`src/rtl/mvu_seq.sv`:
```
// mvu_seq: job sequencer for the bit-serial matrix-vector unit.
// Takes one job (weight/activation base, tiles per bit-plane, precisions,
// signedness). For each bit-plane pair it issues one weight/activation read
// address pair per cycle, most significant pairs first, plus the
// mulmode/clr/sh controls that let the MVU shift-accumulators build the
// full-precision dot products.
// Ports:
//   clk, rst_n              clock, asynchronous active-low reset
//   start                   job request, only taken while busy=0
//   wbase, abase, len       base addresses, tiles per bit-plane (0 means 1)
//   wprec, aprec            operand bits minus one
//   wsigned, asigned        two's-complement operands
//   busy, done              job in progress / final result valid on O
//   Raddr, Aaddr            weight / activation read address (0 when idle)
//   mulmode                 {w sign-plane, a sign-plane}, aligned to W/D
//   clr, sh                 accumulator load / shift-add, aligned to S
// RLAT and PLAT must both be at least 1.
module mvu_seq #(
   parameter int RLAT = 1,
   parameter int PLAT = 2,
   parameter int AW   = 9
) (
   input  logic          clk,
   input  logic          rst_n,
   input  logic          start,
   input  logic [AW-1:0] wbase,
   input  logic [AW-1:0] abase,
   input  logic [AW-1:0] len,
   input  logic [3:0]    wprec,
   input  logic [3:0]    aprec,
   input  logic          wsigned,
   input  logic          asigned,
   output logic          busy,
   output logic          done,
   output logic [AW-1:0] Raddr,
   output logic [AW-1:0] Aaddr,
   output logic [1:0]    mulmode,
   output logic          clr,
   output logic          sh
);
   localparam int DLAT = RLAT + PLAT;

   typedef enum logic [1:0] {S_IDLE, S_RUN, S_DRAIN} state_t;

   state_t        state_q, state_d;
   logic [AW-1:0] wbase_q, wbase_d, abase_q, abase_d, len_q, len_d, t_q, t_d;
   logic [3:0]    wmax_q, wmax_d, amax_q, amax_d, j_q, j_d;
   logic [4:0]    s_q, s_d;
   logic          ws_q, ws_d, as_q, as_d, first_q, first_d;
   logic [RLAT-1:0][1:0] mm_pipe_q, mm_pipe_d;
   logic [DLAT-1:0][1:0] fl_pipe_q, fl_pipe_d;   // {clr, sh}
   logic [DLAT:0]        vld_pipe_q, vld_pipe_d; // last-issue marker

   // Highest / lowest weight plane index contributing to significance s.
   function automatic logic [3:0] jmax_f(input logic [4:0] s, input logic [3:0] wm);
      return (s > {1'b0, wm}) ? wm : s[3:0];
   endfunction

   function automatic logic [3:0] jmin_f(input logic [4:0] s, input logic [3:0] am);
      logic [4:0] diff;
      diff = s - {1'b0, am};
      return (s > {1'b0, am}) ? diff[3:0] : 4'd0;
   endfunction

   logic       issue, t_last, j_last, last_iss, clr_iss, sh_iss;
   logic [3:0] i_cur;
   logic [1:0] mm_iss;

   always_comb begin
      issue    = (state_q == S_RUN);
      // i = s - j always fits in 4 bits, so the low bits are exact.
      i_cur    = s_q[3:0] - j_q;
      t_last   = (t_q == len_q - AW'(1));
      j_last   = (j_q == jmin_f(s_q, amax_q));
      last_iss = issue && t_last && j_last && (s_q == 5'd0);
      clr_iss  = issue && first_q;
      sh_iss   = issue && !first_q && (t_q == '0) && (j_q == jmax_f(s_q, wmax_q));
      mm_iss   = issue ? {ws_q && (j_q == wmax_q), as_q && (i_cur == amax_q)} : 2'b00;
      Raddr    = issue ? wbase_q + AW'(j_q) * len_q + t_q : '0;
      Aaddr    = issue ? abase_q + AW'(i_cur) * len_q + t_q : '0;
      busy     = (state_q != S_IDLE);
      done     = vld_pipe_q[DLAT];
      mulmode  = mm_pipe_q[RLAT-1];
      clr      = fl_pipe_q[DLAT-1][1];
      sh       = fl_pipe_q[DLAT-1][0];
   end

   always_comb begin
      state_d = state_q;
      wbase_d = wbase_q;
      abase_d = abase_q;
      len_d   = len_q;
      wmax_d  = wmax_q;
      amax_d  = amax_q;
      ws_d    = ws_q;
      as_d    = as_q;
      s_d     = s_q;
      j_d     = j_q;
      t_d     = t_q;
      first_d = first_q;
      unique case (state_q)
         S_IDLE: if (start) begin
            state_d = S_RUN;
            wbase_d = wbase;
            abase_d = abase;
            len_d   = (len == '0) ? AW'(1) : len;
            wmax_d  = wprec;
            amax_d  = aprec;
            ws_d    = wsigned;
            as_d    = asigned;
            s_d     = {1'b0, wprec} + {1'b0, aprec};
            j_d     = wprec;  // jmax at the top significance
            t_d     = '0;
            first_d = 1'b1;
         end
         S_RUN: begin
            first_d = 1'b0;
            if (!t_last) begin
               t_d = t_q + AW'(1);
            end else begin
               t_d = '0;
               if (!j_last) begin
                  j_d = j_q - 4'd1;
               end else if (s_q == 5'd0) begin
                  state_d = S_DRAIN;
               end else begin
                  s_d = s_q - 5'd1;
                  j_d = jmax_f(s_q - 5'd1, wmax_q);
               end
            end
         end
         S_DRAIN: if (done) state_d = S_IDLE;
         default: state_d = S_IDLE;
      endcase
   end

   // Delay lines; inputs are already zero outside valid issues.
   always_comb begin
      mm_pipe_d     = mm_pipe_q;
      fl_pipe_d     = fl_pipe_q;
      vld_pipe_d    = vld_pipe_q;
      mm_pipe_d[0]  = mm_iss;
      fl_pipe_d[0]  = {clr_iss, sh_iss};
      vld_pipe_d[0] = last_iss;
      for (int k = 1; k < RLAT; k++) mm_pipe_d[k] = mm_pipe_q[k-1];
      for (int k = 1; k < DLAT; k++) fl_pipe_d[k] = fl_pipe_q[k-1];
      for (int k = 1; k <= DLAT; k++) vld_pipe_d[k] = vld_pipe_q[k-1];
   end

   always_ff @(posedge clk or negedge rst_n) begin
      if (!rst_n) begin
         state_q    <= S_IDLE;
         wbase_q    <= '0;
         abase_q    <= '0;
         len_q      <= '0;
         wmax_q     <= '0;
         amax_q     <= '0;
         ws_q       <= 1'b0;
         as_q       <= 1'b0;
         s_q        <= '0;
         j_q        <= '0;
         t_q        <= '0;
         first_q    <= 1'b0;
         mm_pipe_q  <= '0;
         fl_pipe_q  <= '0;
         vld_pipe_q <= '0;
      end else begin
         state_q    <= state_d;
         wbase_q    <= wbase_d;
         abase_q    <= abase_d;
         len_q      <= len_d;
         wmax_q     <= wmax_d;
         amax_q     <= amax_d;
         ws_q       <= ws_d;
         as_q       <= as_d;
         s_q        <= s_d;
         j_q        <= j_d;
         t_q        <= t_d;
         first_q    <= first_d;
         mm_pipe_q  <= mm_pipe_d;
         fl_pipe_q  <= fl_pipe_d;
         vld_pipe_q <= vld_pipe_d;
      end
   end
endmodule
```
`config.mk`:
```
export PLATFORM = sky130hd
export DESIGN_NAME = mvu_seq
export DESIGN_NICKNAME = d
export VERILOG_FILES = /design/src/rtl/mvu_seq.sv
export SDC_FILE = /design/constraint.sdc
export NUM_CORES = 1
export LEC_CHECK = 0
export ABC_AREA = 1
export CAP_MARGIN = 0
export CORE_ASPECT_RATIO = 1.2
export CORE_MARGIN = 4
export CORE_UTILIZATION = 40
export CTS_CLUSTER_DIAMETER = 30
export CTS_CLUSTER_SIZE = 16
export DETAILED_ROUTE_END_ITERATION = 7
export SLEW_MARGIN = 20
export SYNTH_ARGS = -nofsm -noshare
export SYNTH_HDL_FRONTEND = slang
export SYNTH_SLANG_ARGS = --single-unit
```
`constraint.sdc`:
```
create_clock -name clk -period 13.11 [get_ports clk]
set_clock_uncertainty 0.05 [all_clocks]
set_input_delay 2.622 -clock clk [delete_from_list [all_inputs] [get_ports clk]]
set_output_delay 2.622 -clock clk [all_outputs]
set_load 0.005 [all_outputs]
```
# Yosys cells after proc, flatten, opt, wreduce, memory -nomap -nowiden
# Index checks and enable logic that the tools add are counted.
classes:
  add_sub_neg: 11
  mul: 2
  magnitude_cmp: 3
  n_eq_ne: 14
  mux: 28
  n_reduce_logical: 21
ops:
  columns: ["operator", "count"]
  rows:
  - ["9-bit 2-to-1 mux", 5]
  - ["9-bit adder", 4]
  - ["4-bit 2-to-1 mux", 7]
  - ["5-bit 2-to-1 mux", 4]
  - ["9-bit logical NOT", 2]
  - ["4-bit by 9-bit multiplier with 9-bit output", 2]
  - ["9-bit one-hot mux with 2 select lines", 1]
  - ["4-bit equality test", 4]
  - ["5-bit by 4-bit greater-than comparator with 1-bit output", 3]
  - ["2-bit 2-to-1 mux", 6]
  - ["5-bit one-hot mux with 2 select lines", 1]
  - ["5-bit AND reduction", 2]
  - ["9-bit by 1-bit adder with 9-bit output (second input constant)", 1]
  - ["9-bit equality test", 1]
  - ["1-bit logical AND", 9]
  - ["9-bit by 1-bit subtractor with 9-bit output (second input constant)", 1]
  - ["4-bit one-hot mux with 2 select lines", 1]
  - ["4-bit subtractor", 2]
  - ["2-bit by 1-bit != test with 1-bit output (second input constant)", 3]
  - ["2-bit != test (second input constant)", 3]
  - ["2-bit one-hot mux with 3 select lines", 1]
  - ["4-bit by 4-bit adder with 5-bit output", 1]
  - ["5-bit logical NOT", 1]
  - ["5-bit by 1-bit subtractor with 5-bit output (second input constant)", 1]
  - ["other kinds (11)", 13]
totals:
  register_bits: 70
  in_bits: 40

# Logic depth before layout (Yosys ltp)
logic_depth:
  ltp_word: 7
  mapped_depth: 22

# Worst setup path after synthesis
# No wires, ideal clock.
synth_timing:
  path_type: "register to output"
  startpoint: "reg s_q[0]"
  endpoint: "out Aaddr[7]"
  arrival_time_ns: 4.395
  required_ns: 10.438
  setup_slack_ns: 6.043
  stages_incl_launch_ff: 22
  path_buffers: 0
  path_cell_list: "dfrtp_1 -> inv_1 -> ha_1 -> inv_1 -> fa_1 -> or2_2 -> nand2_1 -> nor2_1 -> fa_1 -> inv_1 -> fa_1 -> fa_1 -> inv_1 -> ha_1 -> a21oi_1 -> inv_1 -> a31oi_1 -> nor2_1 -> o21ai_0 -> nand2_1 -> o21ai_0 -> a21oi_1"
synth_between:
  elab_chain_len: 5
synth_rtl:
  columns: ["element", "line_no", "rtl"]
  rows:
  - ["start, declared", "48", "logic [4:0] s_q, s_d;"]
  - ["start signal, assigned", "160", "s_q <= '0;"]
  - ["start signal, assigned", "176", "s_q <= s_d;"]
  - ["4-bit subtractor", "72", "i_cur = s_q[3:0] - j_q;"]
  - ["4-bit by 9-bit multiplier with 9-bit output", "80", "Aaddr = issue ? abase_q + AW'(i_cur) * len_q + t_q : '0;"]
  - ["9-bit adder (2 in a row)", "80", null]
  - ["9-bit 2-to-1 mux", "80", null]
  - ["end, declared", "36", "output logic [AW-1:0] Aaddr,"]
# No other way between the ends.

# Worst setup path in the final report
layout_timing:
  startpoint: "reg j_q[2]"
  endpoint: "out Aaddr[8]"
layout_between:
  elab_chain_len: 5
layout_rtl:
  columns: ["element", "line_no", "rtl"]
  rows:
  - ["start, declared", "47", "logic [3:0] wmax_q, wmax_d, amax_q, amax_d, j_q, j_d;"]
  - ["start signal, assigned", "177", "j_q <= j_d;"]
  - ["4-bit subtractor", "72", null]
  - ["4-bit by 9-bit multiplier with 9-bit output", "80", null]
  - ["9-bit adder (2 in a row)", "80", null]
  - ["9-bit 2-to-1 mux", "80", null]
# No other way between the ends.

==> metrics.md <==
| Metric | Value |
|---|---|
| Filler Cell Count | `between 1500 and 2000` |
| Worst Hold Endpoint | `fl_pipe_d[5]` |
| Synth top cells by count | `216 x nand2_1, 159 x inv_1, 70 x dfrtp_1, 66 x nor2_1, 53 x fa_1` |
| Critical path class | `reg -> out` |
| Final max-slew violation count | `0` |
| First-pass GRT wire length | `around 28 mm` |
| Max-Slew Margin vs Limit | `0.385` |
| Primary FF master, synth | `dfrtp_1` |
| Share of synthesized flip-flops with an asynchronous set or reset | `1.00` |
| Worst path bufs/invs | `3` |
| CTS buffer count | `9` |
| Ports | `between 60 and 70` |
| Critical path depth in cells | `20` |
| Die H | `approximately 150 um` |
| R2r setup slk | `a little over 10 ns` |
| CP arrival | `5.88 ns` |
| Area of the multi-input gates | `roughly 4100 sq um` |
| Layout area overhead | `16.2%` |
| Mean Syn Cell Area | `~7.7 sq um` |
| DR WL/cell | `between 10 and 15 um` |
| RePlAce Congestion | `~0.90` |
| CTS resizes | `0` |
| Final net count | `1056` |
| Drt drc | `0` |
| Final setup vio count | `0` |
| Register area | `1750 sq um` |
| DRT iter0 DRCs | `about 250` |
| Minimum clock period | `8.55 ns` |
| Latest clock arrival within the worst-skew pair | `~0.35 ns` |
| Die area | `18700 sq um` |
| Ys Warns | `0` |
| Reg clk slew, reported paths | `0.06 ns` |
| CTS root buf | `clkbuf_16` |
| CP cell instances | `inv_1, ha_1, a21oi_1, nand2_1, xnor2_1, or2_2, fa_1, fa_1, fa_1, inv_1, fa_1, nand3_1, nand2_1, nand2_1, nand2_1, a21oi_1, xnor2_1, o21ai_0, a21oi_1, clkdlybuf4s50_1` |
| Crit end category | `output pin` |
| GRT Total Usage | `0.187` |
| Max incr delay on CP | `0.60 ns` |
| Initial antenna violation count | `0` |
| Vias in the first global route | `5518` |
| Cell family with most CP delay | `adder cells` |
| CTS Hold Bufs | `0` |
| #FFs+latches synth | `70` |
| CP max-delay cell | `dfrtp_1` |
| Port bufs | `63` |
| Cells after Synth | `865` |
| R2R cell count | `15` |
| Worst slew pin tran | `0.923 ns` |
| Hold WC Path Type | `reg -> reg` |
| Post-synth EDFFs | `0` |
| Worst Min Path Start | `fl_pipe_d[3]` |
| Worst setup SP type | `register` |
| Ant diodes | `0` |
| Horiz. Die Dim | `126 um` |
| Syn_nets | `approximately 1000` |
| H-tree Lvls | `3` |
| Gr ovfl total | `0` |
| FF-to-FF Start | `s_q[1]` |
| MaxCap Viol Count | `0` |
| CTS tree | `built` |
| Largest area contributor in the netlist | `dfrtp_1` |
| Share of cells above drive strength 1 | `0.0574` |
| Hold_ws | `0.297 ns` |
| Max clock buf depth | `2` |
| Netlist cell types | `40` |
| Final period util | `0.652` |
| Pin count of the biggest net entering global routing | `71` |
| Core area | `16300 sq um` |
| Routed WL | `approximately 16 mm` |
| Post-CTS Setup Bufs | `0` |
| Top-count cell post-synth | `nand2_1` |
| Clk sink count | `70` |
| Setup_tns | `0 ns` |
| Dpl hpwl | `12.5 mm` |
| Area contributors post-synth | `dfrtp_1 26%, fa_1 16%, nand2_1 12%` |
| RSZ-0062 raised after global routing | `false` |
| Synthesized cell area | `about 6600 sq um` |
| 1st-pass router iterations | `5` |
| Outcome | `finished clean` |
| WP data required | `10.44 ns` |
| Cell count of the worst hold path | `0` |
| Max Freq | `117 MHz` |
| Initial core utilization | `0.408` |
| Share of the synthesized area in the top cell type | `0.264` |
| Final Hold Viols | `0` |
| Worst R2R End | `j_q[1]` |
| FP Rows | `51` |
| Via/cell ratio | `4.79` |
| CP max FO | `13` |
| Routed via count | `approximately 5400` |
| Fraction of the yosys area taken by sequential cells | `0.264` |
| Post-route ant nets | `0` |
==> worst max path at each step <==
stage / end / slack [ns] / start
floorplan: Aaddr[7] / 6.04 / s_q[0]
global placement: Aaddr[8] / 5.02 / j_q[2]
detailed placement: Aaddr[8] / 4.93 / j_q[2]
CTS: Aaddr[8] / 4.54 / j_q[2]
global route: Aaddr[8] / 4.15 / j_q[2]
finish: Aaddr[8] / 4.56 / j_q[2]
==> registers in the layout (all words and copies together), names as in the netlist <==
register	flops
len_q	9
amax_q	4
fl_pipe_d	4
wbase_q	9
t_q	9
s_q	5
wmax_q	4
mulmode	2
ws_q	1
sh	1
abase_q	9
j_q	4
state_q	2
vld_pipe_q	4
first_q	1
as_q	1
clr	1
==> cell usage in the layout (no fill, tap or decap), types with 4 or more instances in the layout <==
cell type / count
o21ai_0: 47
xnor2_1: 16
nor2_1: 65
nand2_2: 7
dfrtp_1: 70
buf_4: 4
fa_1: 53
nand4_1: 7
clkdlybuf4s50_1: 62
clkbuf_16: 9
o21ai_1: 7
xor2_1: 28
inv_1: 159
ha_1: 45
nor3_1: 4
o22ai_1: 8
inv_2: 7
nor2_2: 5
a21oi_1: 29
nand3_1: 41
nand2_1: 216
==> per-stage QoR <==
stage	area, sq um	util	setup WS, ns	instances
floorplan	6640	-	6.04	865
global placement	7440	0.457	5.02	1119
detailed placement	7440	0.457	4.93	1119
CTS	7720	0.474	4.54	1135
global route	7720	0.474	4.15	1135
finish	7720	0.474	4.56	1135
==> cell type report <==
cell class	instances	area share
clock inverter	5	0.00454
tap	212	0.0344
sequential	70	0.227
clock buffer	11	0.0315
inverter	166	0.0807
multi-input combinational	605	0.538
timing repair buffer	66	0.0843
==> metal layers <==
metal | vias to the layer above | track usage | share of wire
li1 | 2770 | - | -
met1 | 2541 | 0.223 | 0.42
met2 | 96 | 0.331 | 0.51
met3 | 28 | 0.0319 | 0.033
met4 | 0 | 0.0813 | 0.034
met5 | - | 0 | 0
==> logic make-up after synthesis <==
group,synth area share
adder cells (fa/ha/maj),0.244
AND/OR/NAND/NOR,0.238
flip-flops,0.264
AO/OA/AOI/OAI,0.0832
XOR/XNOR,0.0580
buffers and inverters,0.112
Power is not shown: default switching activity piles up to over one toggle a cycle in this logic, so the estimate is an artifact.
